## config.mk

```make
export PLATFORM = sky130hd
export DESIGN_NAME = multicycle_ctrl
export DESIGN_NICKNAME = d
export VERILOG_FILES = /design/src/rtl/ctrl_pkg.sv /design/src/rtl/inst_class_dec.sv /design/src/rtl/multicycle_ctrl.sv
export SDC_FILE = /design/constraint.sdc
export NUM_CORES = 1
export LEC_CHECK = 0
export CORE_AREA = 2 2 98 100
export CTS_BUF_LIST = sky130_fd_sc_hd__clkbuf_4
export DETAILED_ROUTE_END_ITERATION = 6
export DIE_AREA = 0 0 100 102
export PLACE_DENSITY_LB_ADDON = 0.1
export REMOVE_ABC_BUFFERS = 1
export SLEW_MARGIN = 20
export SYNTH_ARGS = -nofsm -noshare
export SYNTH_HDL_FRONTEND = slang
export SYNTH_SLANG_ARGS = --single-unit
export TNS_END_PERCENT = 50
```

## constraint.sdc

```tcl
create_clock -name clk -period 5.77 [get_ports clk]
set_input_delay 1.154 -clock clk [delete_from_list [all_inputs] [get_ports clk]]
set_output_delay 1.154 -clock clk [all_outputs]
set_load 0.02 [all_outputs]
```

## src/rtl/ctrl_pkg.sv

```systemverilog
// Shared types and encodings for the multicycle main control FSM.
// Opcode/funct fields cover the supported subset: ld, sd, beq and R-type ALU ops.
package ctrl_pkg;

    typedef enum logic [2:0] {
        ST_FETCH  = 3'd0,
        ST_DECODE = 3'd1,
        ST_EXEC   = 3'd2,
        ST_MEM    = 3'd3,
        ST_WB     = 3'd4,
        ST_TRAP   = 3'd5
    } state_t;

    localparam logic [6:0] OP_LOAD   = 7'b0000011;
    localparam logic [6:0] OP_STORE  = 7'b0100011;
    localparam logic [6:0] OP_BRANCH = 7'b1100011;
    localparam logic [6:0] OP_OP     = 7'b0110011;

    localparam logic [2:0] F3_LD  = 3'b011;
    localparam logic [2:0] F3_SD  = 3'b011;
    localparam logic [2:0] F3_BEQ = 3'b000;

    localparam logic [6:0] F7_BASE = 7'b0000000;
    localparam logic [6:0] F7_ALT  = 7'b0100000;

    localparam logic [1:0] ALU_ADD   = 2'b00;
    localparam logic [1:0] ALU_SUB   = 2'b01;
    localparam logic [1:0] ALU_FUNCT = 2'b10;

    typedef struct packed {
        logic is_ld;
        logic is_sd;
        logic is_beq;
        logic is_r;
        logic legal;
    } inst_class_t;

endpackage

```

## src/rtl/inst_class_dec.sv

```systemverilog
// Combinational instruction classifier: IR word to one-hot class plus a legal flag.
// Only opcode, funct3 and funct7 take part; register and immediate fields are ignored.
module inst_class_dec
    import ctrl_pkg::*;
(
    input  logic [31:0] instr,
    output inst_class_t cls
);

    logic [6:0] opcode;
    logic [2:0] funct3;
    logic [6:0] funct7;
    logic       is_ld;
    logic       is_sd;
    logic       is_beq;
    logic       is_r;
    logic       unused_fields;

    assign opcode = instr[6:0];
    assign funct3 = instr[14:12];
    assign funct7 = instr[31:25];

    assign unused_fields = ^{instr[24:15], instr[11:7]};

    assign is_ld  = (opcode == OP_LOAD)   && (funct3 == F3_LD);
    assign is_sd  = (opcode == OP_STORE)  && (funct3 == F3_SD);
    assign is_beq = (opcode == OP_BRANCH) && (funct3 == F3_BEQ);
    // R-type accepts any funct3; funct7 selects only the base/alternate ALU forms
    assign is_r   = (opcode == OP_OP) && ((funct7 == F7_BASE) || (funct7 == F7_ALT));

    assign cls = {is_ld, is_sd, is_beq, is_r, is_ld | is_sd | is_beq | is_r};

endmodule

```

## src/rtl/multicycle_ctrl.sv

```systemverilog
// Multicycle main control FSM: sequences fetch/decode/exec/mem/wb and drives the
// datapath enables, memory handshakes, the sticky illegal flag and the retire counter.
module multicycle_ctrl
    import ctrl_pkg::*;
#(
    parameter int CNT_W = 64
) (
    input  logic             clk,
    input  logic             rst_n,
    input  logic [31:0]      instr_i,
    input  logic             alu_zero_i,
    input  logic             imem_rdy_i,
    input  logic             dmem_rdy_i,
    output logic             imem_req_o,
    output logic             ir_we_o,
    output logic             dmem_req_o,
    output logic             dmem_we_o,
    output logic             alu_src_b_o,
    output logic [1:0]       alu_op_o,
    output logic             reg_we_o,
    output logic             wb_sel_o,
    output logic             pc_we_o,
    output logic             pc_sel_o,
    output logic             illegal_o,
    output logic [2:0]       state_o,
    output logic [CNT_W-1:0] instret_o
);

    localparam logic [CNT_W-1:0] CNT_ONE = CNT_W'(1);

    state_t           state;
    state_t           state_nxt;
    logic             illegal_q;
    logic [CNT_W-1:0] instret;
    inst_class_t      cls;

    logic       imem_req;
    logic       ir_we;
    logic       dmem_req;
    logic       dmem_we;
    logic       alu_src_b;
    logic [1:0] alu_op;
    logic       reg_we;
    logic       wb_sel;
    logic       pc_we;
    logic       pc_sel;
    logic       retire;

    inst_class_dec u_dec (
        .instr (instr_i),
        .cls   (cls)
    );

    always_comb begin
        imem_req  = 1'b0;
        ir_we     = 1'b0;
        dmem_req  = 1'b0;
        dmem_we   = 1'b0;
        alu_src_b = 1'b0;
        alu_op    = ALU_ADD;
        reg_we    = 1'b0;
        wb_sel    = 1'b0;
        pc_we     = 1'b0;
        pc_sel    = 1'b0;
        retire    = 1'b0;
        state_nxt = ST_FETCH;

        case (state)
            ST_FETCH: begin
                imem_req = 1'b1;
                if (imem_rdy_i) begin
                    ir_we     = 1'b1;
                    state_nxt = ST_DECODE;
                end else begin
                    state_nxt = ST_FETCH;
                end
            end

            ST_DECODE: begin
                state_nxt = cls.legal ? ST_EXEC : ST_TRAP;
            end

            ST_EXEC: begin
                if (cls.is_ld || cls.is_sd) begin
                    alu_src_b = 1'b1;
                    alu_op    = ALU_ADD;
                    state_nxt = ST_MEM;
                end else if (cls.is_r) begin
                    alu_op    = ALU_FUNCT;
                    state_nxt = ST_WB;
                end else if (cls.is_beq) begin
                    // Branch resolves and retires here; the taken decision is the ALU zero flag
                    alu_op    = ALU_SUB;
                    pc_we     = 1'b1;
                    pc_sel    = alu_zero_i;
                    retire    = 1'b1;
                    state_nxt = ST_FETCH;
                end else begin
                    state_nxt = ST_FETCH;
                end
            end

            ST_MEM: begin
                dmem_req  = 1'b1;
                dmem_we   = cls.is_sd;
                alu_src_b = 1'b1;
                alu_op    = ALU_ADD;
                if (dmem_rdy_i) begin
                    if (cls.is_sd) begin
                        pc_we     = 1'b1;
                        retire    = 1'b1;
                        state_nxt = ST_FETCH;
                    end else begin
                        state_nxt = ST_WB;
                    end
                end else begin
                    state_nxt = ST_MEM;
                end
            end

            ST_WB: begin
                // ALU controls stay as EXEC left them so the result stays stable during write
                reg_we    = 1'b1;
                wb_sel    = cls.is_ld;
                alu_src_b = cls.is_ld;
                alu_op    = cls.is_ld ? ALU_ADD : ALU_FUNCT;
                pc_we     = 1'b1;
                retire    = 1'b1;
                state_nxt = ST_FETCH;
            end

            ST_TRAP: begin
                state_nxt = ST_TRAP;
            end

            default: begin
                state_nxt = ST_FETCH;
            end
        endcase
    end

    always_ff @(posedge clk) begin
        if (!rst_n) begin
            state     <= ST_FETCH;
            instret   <= '0;
            illegal_q <= 1'b0;
        end else begin
            state <= state_nxt;
            if (retire) begin
                instret <= instret + CNT_ONE;
            end
            if ((state == ST_DECODE) && !cls.legal) begin
                illegal_q <= 1'b1;
            end
        end
    end

    // Reset masks every output immediately, so an access in flight is dropped this cycle
    assign imem_req_o  = rst_n & imem_req;
    assign ir_we_o     = rst_n & ir_we;
    assign dmem_req_o  = rst_n & dmem_req;
    assign dmem_we_o   = rst_n & dmem_we;
    assign alu_src_b_o = rst_n & alu_src_b;
    assign alu_op_o    = {2{rst_n}} & alu_op;
    assign reg_we_o    = rst_n & reg_we;
    assign wb_sel_o    = rst_n & wb_sel;
    assign pc_we_o     = rst_n & pc_we;
    assign pc_sel_o    = rst_n & pc_sel;
    assign illegal_o   = rst_n & illegal_q;
    assign state_o     = rst_n ? state : 3'd0;
    assign instret_o   = rst_n ? instret : '0;

endmodule

```

Word-level counts from Yosys, hierarchy flattened
Cells that the tools add are included.
{"block": "classes", "n_reduce_logical": 11, "addsub": 1, "mux": 33, "n_bitwise": 14, "n_eq_ne": 11}
{"op": "64-bit by 1-bit adder with 64-bit output (second input constant)", "n": 1}
{"op": "64-bit two-way mux", "n": 1}
{"op": "7-bit by 6-bit equality test with 1-bit output (second input constant)", "n": 3}
{"op": "1-bit two-way mux", "n": 19}
{"op": "3-bit two-way mux", "n": 6}
{"op": "3-bit one-hot mux with 5 select lines", "n": 1}
{"op": "1-bit bitwise AND", "n": 10}
{"op": "3-bit by 2-bit equality test with 1-bit output (second input constant)", "n": 3}
{"op": "7-bit by 2-bit equality test with 1-bit output (second input constant)", "n": 1}
{"op": "7-bit equality test (second input constant)", "n": 1}
{"op": "7-bit zero test", "n": 1}
{"op": "3-bit equality test (second input constant)", "n": 2}
{"op": "3-bit zero test", "n": 2}
{"op": "2-bit two-way mux", "n": 3}
{"op": "1-bit one-hot mux with 3 select lines", "n": 2}
{"op": "1-bit logical AND", "n": 5}
{"op": "2-bit one-hot mux with 2 select lines", "n": 1}
{"op": "3-bit by 1-bit equality test with 1-bit output (second input constant)", "n": 1}
{"op": "1-bit OR", "n": 3}
{"op": "2-bit bitwise AND", "n": 1}
{"op": "1-bit logical OR", "n": 2}
{"op": "1-bit zero test", "n": 1}
{"block": "word_totals", "reg_bits": 68, "output_inout_bits": 79, "input_bits": 37}

Longest topological paths before layout
{"block": "depth", "word_depth": 7, "depth_mapped": 7}

Cells and area by module
A second synthesis with hierarchy kept.
{"block": "hier_totals", "cells_unflattened": 531, "area_unflattened_um2": 4146.5}
{"module": "multicycle_ctrl", "instances": 1, "area_each_um2": 4002.6, "seq_area_each_um2": 1361.3, "cells_per_inst": 512}
{"module": "inst_class_dec", "instances": 1, "area_each_um2": 143.9, "seq_area_each_um2": 0.0, "cells_per_inst": 19}

Worst setup path before layout
Ideal clock, no wire load.
{"block": "synth_path", "path_kind": "in2out", "startpoint": "input instr_i[3]", "endpoint": "output pc_sel_o", "path_slack_ps": 1724, "arrival_ps": 2892, "required_ps": 4616, "stages": 4, "cell_sequence": "nor4bb_1 > nand2_1 > nor4_1 > and2_1"}
{"block": "synth_via", "elab_chain_cells": 7}
{"item": "start, declared", "line": "multicycle_ctrl.sv:10", "text": "input logic [31:0] instr_i,"}
{"item": "7-bit equality test", "line": "inst_class_dec.sv:27", "text": "assign is_beq = (opcode == OP_BRANCH) && (funct3 == F3_BEQ);"}
{"item": "1-bit logical AND", "line": "inst_class_dec.sv:27"}
{"item": "1-bit two-way mux", "line": "multicycle_ctrl.sv:91", "text": "end else if (cls.is_beq) begin"}
{"item": "1-bit two-way mux", "line": "multicycle_ctrl.sv:88", "text": "end else if (cls.is_r) begin"}
{"item": "1-bit two-way mux (*)", "line": "multicycle_ctrl.sv:84", "text": "if (cls.is_ld || cls.is_sd) begin"}
{"item": "1-bit two-way mux (*)", "line": "multicycle_ctrl.sv:68", "text": "case (state)"}
{"item": "1-bit bitwise AND (*)", "line": "multicycle_ctrl.sv:168", "text": "assign pc_sel_o = rst_n & pc_sel;"}
{"item": "end, declared", "line": "multicycle_ctrl.sv:23", "text": "output logic pc_sel_o,"}
Mark *: on every way between the ends. The rest lies on a longest branch, timed or not.

Final worst setup path
{"block": "layout_path", "startpoint": "input instr_i[0]", "endpoint": "output pc_sel_o"}
The elaborated chain is that of the path after synthesis.

==> metrics.csv <==
stage;metric;value;unit
cells_and_area;ratio of cells with drive above 1 in the final layout;0.0764;
run_status;run status;completed;
synthesis;count of different cell masters after synthesis;50;
synthesis;Synth Register Bits;68;
place;cell total after placement;697;
critical_path;type of the worst setup path;primary input to primary output;
place;I/O Buffers;99;
synthesis;combinational family with the most area after synthesis;simple AND/OR/NAND/NOR gates;
clock_tree;TritonCTS clock tree;yes;
sta;worst-case hold slack;0.469;ns
routing;drt initial violations;224;
sta;accumulated negative setup slack;0;ns
synthesis;Post-synth top flop;sky130_fd_sc_hd__dfxtp_1;
cells_and_area;Inserted Diodes;0;
global_route;global-route congestion overflow total;0;
synthesis;proportion of register bits with asynchronous set or reset after synthesis;0;
synthesis;Seq/Total Area, Yosys;0.340;
routing;wire length reported by the detailed router;10.1;mm
die;width of the die;100;um
place;RD Place Congestion;0.781;
die;initial standard-cell utilization of the core;0.439;
routing;mean routed wirelength per cell;14.2;um
worst_hold_path;type of the tightest min-delay check;flop to flop;
die;Site Rows;35;
synthesis;Post-Synthesis Cells;509;
cells_and_area;most frequent standard cell in the layout excluding fill and tap cells;sky130_fd_sc_hd__clkdlybuf4s50_1;
clock_tree;clock sink count;68;
cells_and_area;post-synthesis to final-layout area growth;30.8;%
synthesis;compound-cell area share of the yosys netlist;0.122;
synthesis;multiplexer area fraction after synthesis;0.0394;
synthesis;synthesized-area fraction occupied by and/or/nand/nor cells;0.363;
power;PwrDens;171;nW/um2
synthesis;post-synthesis xor/xnor area fraction;0.0920;
global_route;wire length of the first global-routing pass;16.7;mm
routing;Detail Route Antenna Nets;0;
sta;final critical path time including I/O delays and setup;4.86;ns
routing;Residual DRC;0;
clock_tree;clock slew at reported path FFs;0.11;ns
sta;Layout Skew;0.0141;ns
clock_tree;largest buffer count on any clock path;2;
clock_tree;H-tree level count;3;
synthesis;Netlist Area Pre-Place;4000;um2
sta;Tightest Pin Transition;0.672;ns
sta;setup repair after global routing missed its margin;no;
critical_path;startpoint type of the worst setup path;primary input;
clock_tree;Root Buffer;sky130_fd_sc_hd__clkbuf_4;
place;Detailed Place HPWL;7.10;mm
critical_path;data arrival at the endpoint of the critical path;3.71;ns
die;die outline height;102;um
global_route;initial antenna violation count;0;
synthesis;post-synthesis share of cell area spent on full adders, half adders and majority gates;0.00313;
critical_path;critical path peak fanout;7;
sta;number of endpoints with negative hold slack in the final report;0;
global_route;largest net degree at the start of global routing;78;
cells_and_area;count of non-filler cells in the finished layout;713;
synthesis;number of warning messages in the yosys log;0;
clock_tree;number of buffers added by the clock tree synthesis step;9;
clock_tree;source-to-sink clock delay at the later pin of the worst-skew pair;0.40;ns
critical_path;category of the worst setup path capture point;primary output;
clock_tree;buffers inserted during post-CTS setup optimization;0;
sta;final setup fails;0;
cells_and_area;final non-filler cell area;5230;um2
sta;count of final max-slew check failures;0;
power;overall power after layout;897;uW
synthesis;average instance area after synthesis;7.86;um2
die;top-level I/O count;116;
place;placed standard-cell area;5070;um2
die;area of the core;9110;um2
critical_path;required time of the critical path;4.62;ns
die;DIE AREA;10200;um2
job;count of maximum capacitance violations;0;
synthesis;EDFF count, synth;0;
clock_tree;number of buffers inserted by hold repair at cts;0;
cells_and_area;commonest non-fill, non-tap cells in the layout;sky130_fd_sc_hd__clkdlybuf4s50_1, sky130_fd_sc_hd__nor2_1, sky130_fd_sc_hd__dfxtp_1, sky130_fd_sc_hd__and2_1, sky130_fd_sc_hd__xnor2_1;
routing;DRT Pass-1 Iters;5;
routing;total vias in the final route;3801;
cells_and_area;net count reported at finish;635;
sta;share of the clock period used by the worst path after layout;0.843;
global_route;overall fraction of global-route tracks in use;0.200;
routing;Via density;5.33;
sta;Relative slew margins;0.541;
clock_tree;number of gates resized after cts;0;
power;worst voltage drop across the vdd grid;0.0974;mV
power;Static Leakage;1.72;nW
global_route;number of global-route vias before repair;3509;
sta;highest clock frequency the design can meet;206;MHz
-- power breakdown --
part	internal [mW]	switching [mW]	total (mW)	leakage, nW
logic	0.0304	0.0403	0.0708	1.10
clock network	0.174	0.175	0.349	0.0772
registers	0.472	0.00537	0.478	0.548
-- state kept, by name, indices dropped and copies added, names as in the netlist --
signal,count
illegal_q,1
instret,64
state,3
-- critical path, stage by stage --
cell	delay (ns)
sky130_fd_sc_hd__clkdlybuf4s50_1	0.47
sky130_fd_sc_hd__nor4bb_1	0.57
sky130_fd_sc_hd__nand2_1	0.31
sky130_fd_sc_hd__nor4_1	0.43
sky130_fd_sc_hd__and2_1	0.18
sky130_fd_sc_hd__clkdlybuf4s50_1	0.60
-- cell type report --
type / instances / area (um2)
tap: 111 / 139
timing repair buffer: 103 / 1030
fill: 885 / 3880
multi-input combinational: 398 / 2480
clock buffer: 9 / 67.6
sequential: 68 / 1360
inverter: 17 / 63.8
clock inverter: 7 / 91.3
-- final timing paths --
kind / cells past startpoint / endpoint / slack [ns] / from
setup / recovery: 6 / pc_sel_o / 0.91 / instr_i[0]
hold / removal: 1 / illegal_q$_SDFFE_PN0P_ / 0.47 / illegal_q$_SDFFE_PN0P_
setup reg to reg: 6 / instret[62]$_SDFFE_PN0P_ / 2.60 / instret[11]$_SDFFE_PN0P_
hold reg to reg: 1 / illegal_q$_SDFFE_PN0P_ / 0.47 / illegal_q$_SDFFE_PN0P_
-- metal layers --
layer  global-route usage  vias to the layer above  wire length [um]
met5                    0                        -                 0
met4               0.0548                        0                34
met3               0.0335                        2               439
met2                0.324                       87              4650
met1                0.279                     1753              5000
li1                     -                     1959                 -
-- cell usage after synthesis, drive strengths merged, types with 5 or more instances --
master	count	area, um2
clkbuf	20	75.1
and3	7	43.8
nand3	25	130
nand4	17	113
and2	60	377
buf	6	23.8
inv	17	63.8
nor2	85	319
or4	7	61.3
a2111oi	16	140
a211oi	11	87.6
mux2	14	158
xnor2	37	324
xor2	5	43.8
o21ai	11	55.1
or3	5	31.3
dfxtp	68	1360
nor3	8	51.3
nor4	10	77.6
a21oi	13	65.1
nand2	36	135
-- cell families after synthesis --
kind of cell	after synthesis
AO/OA/AOI/OAI	67
XOR/XNOR	42
adder cells (fa/ha/maj)	1
buffers and inverters	43
flip-flops	68
multiplexers	14
AND/OR/NAND/NOR	274
-- per-stage QoR --
step	worst slack [ns]	util
after floorplan	1.50	-
after global placement	1.00	0.557
after detailed placement	0.916	0.557
after CTS	0.916	0.574
after global routing	0.749	0.574
final	0.906	0.574
Note: power is estimated with default switching activity, not from simulation.
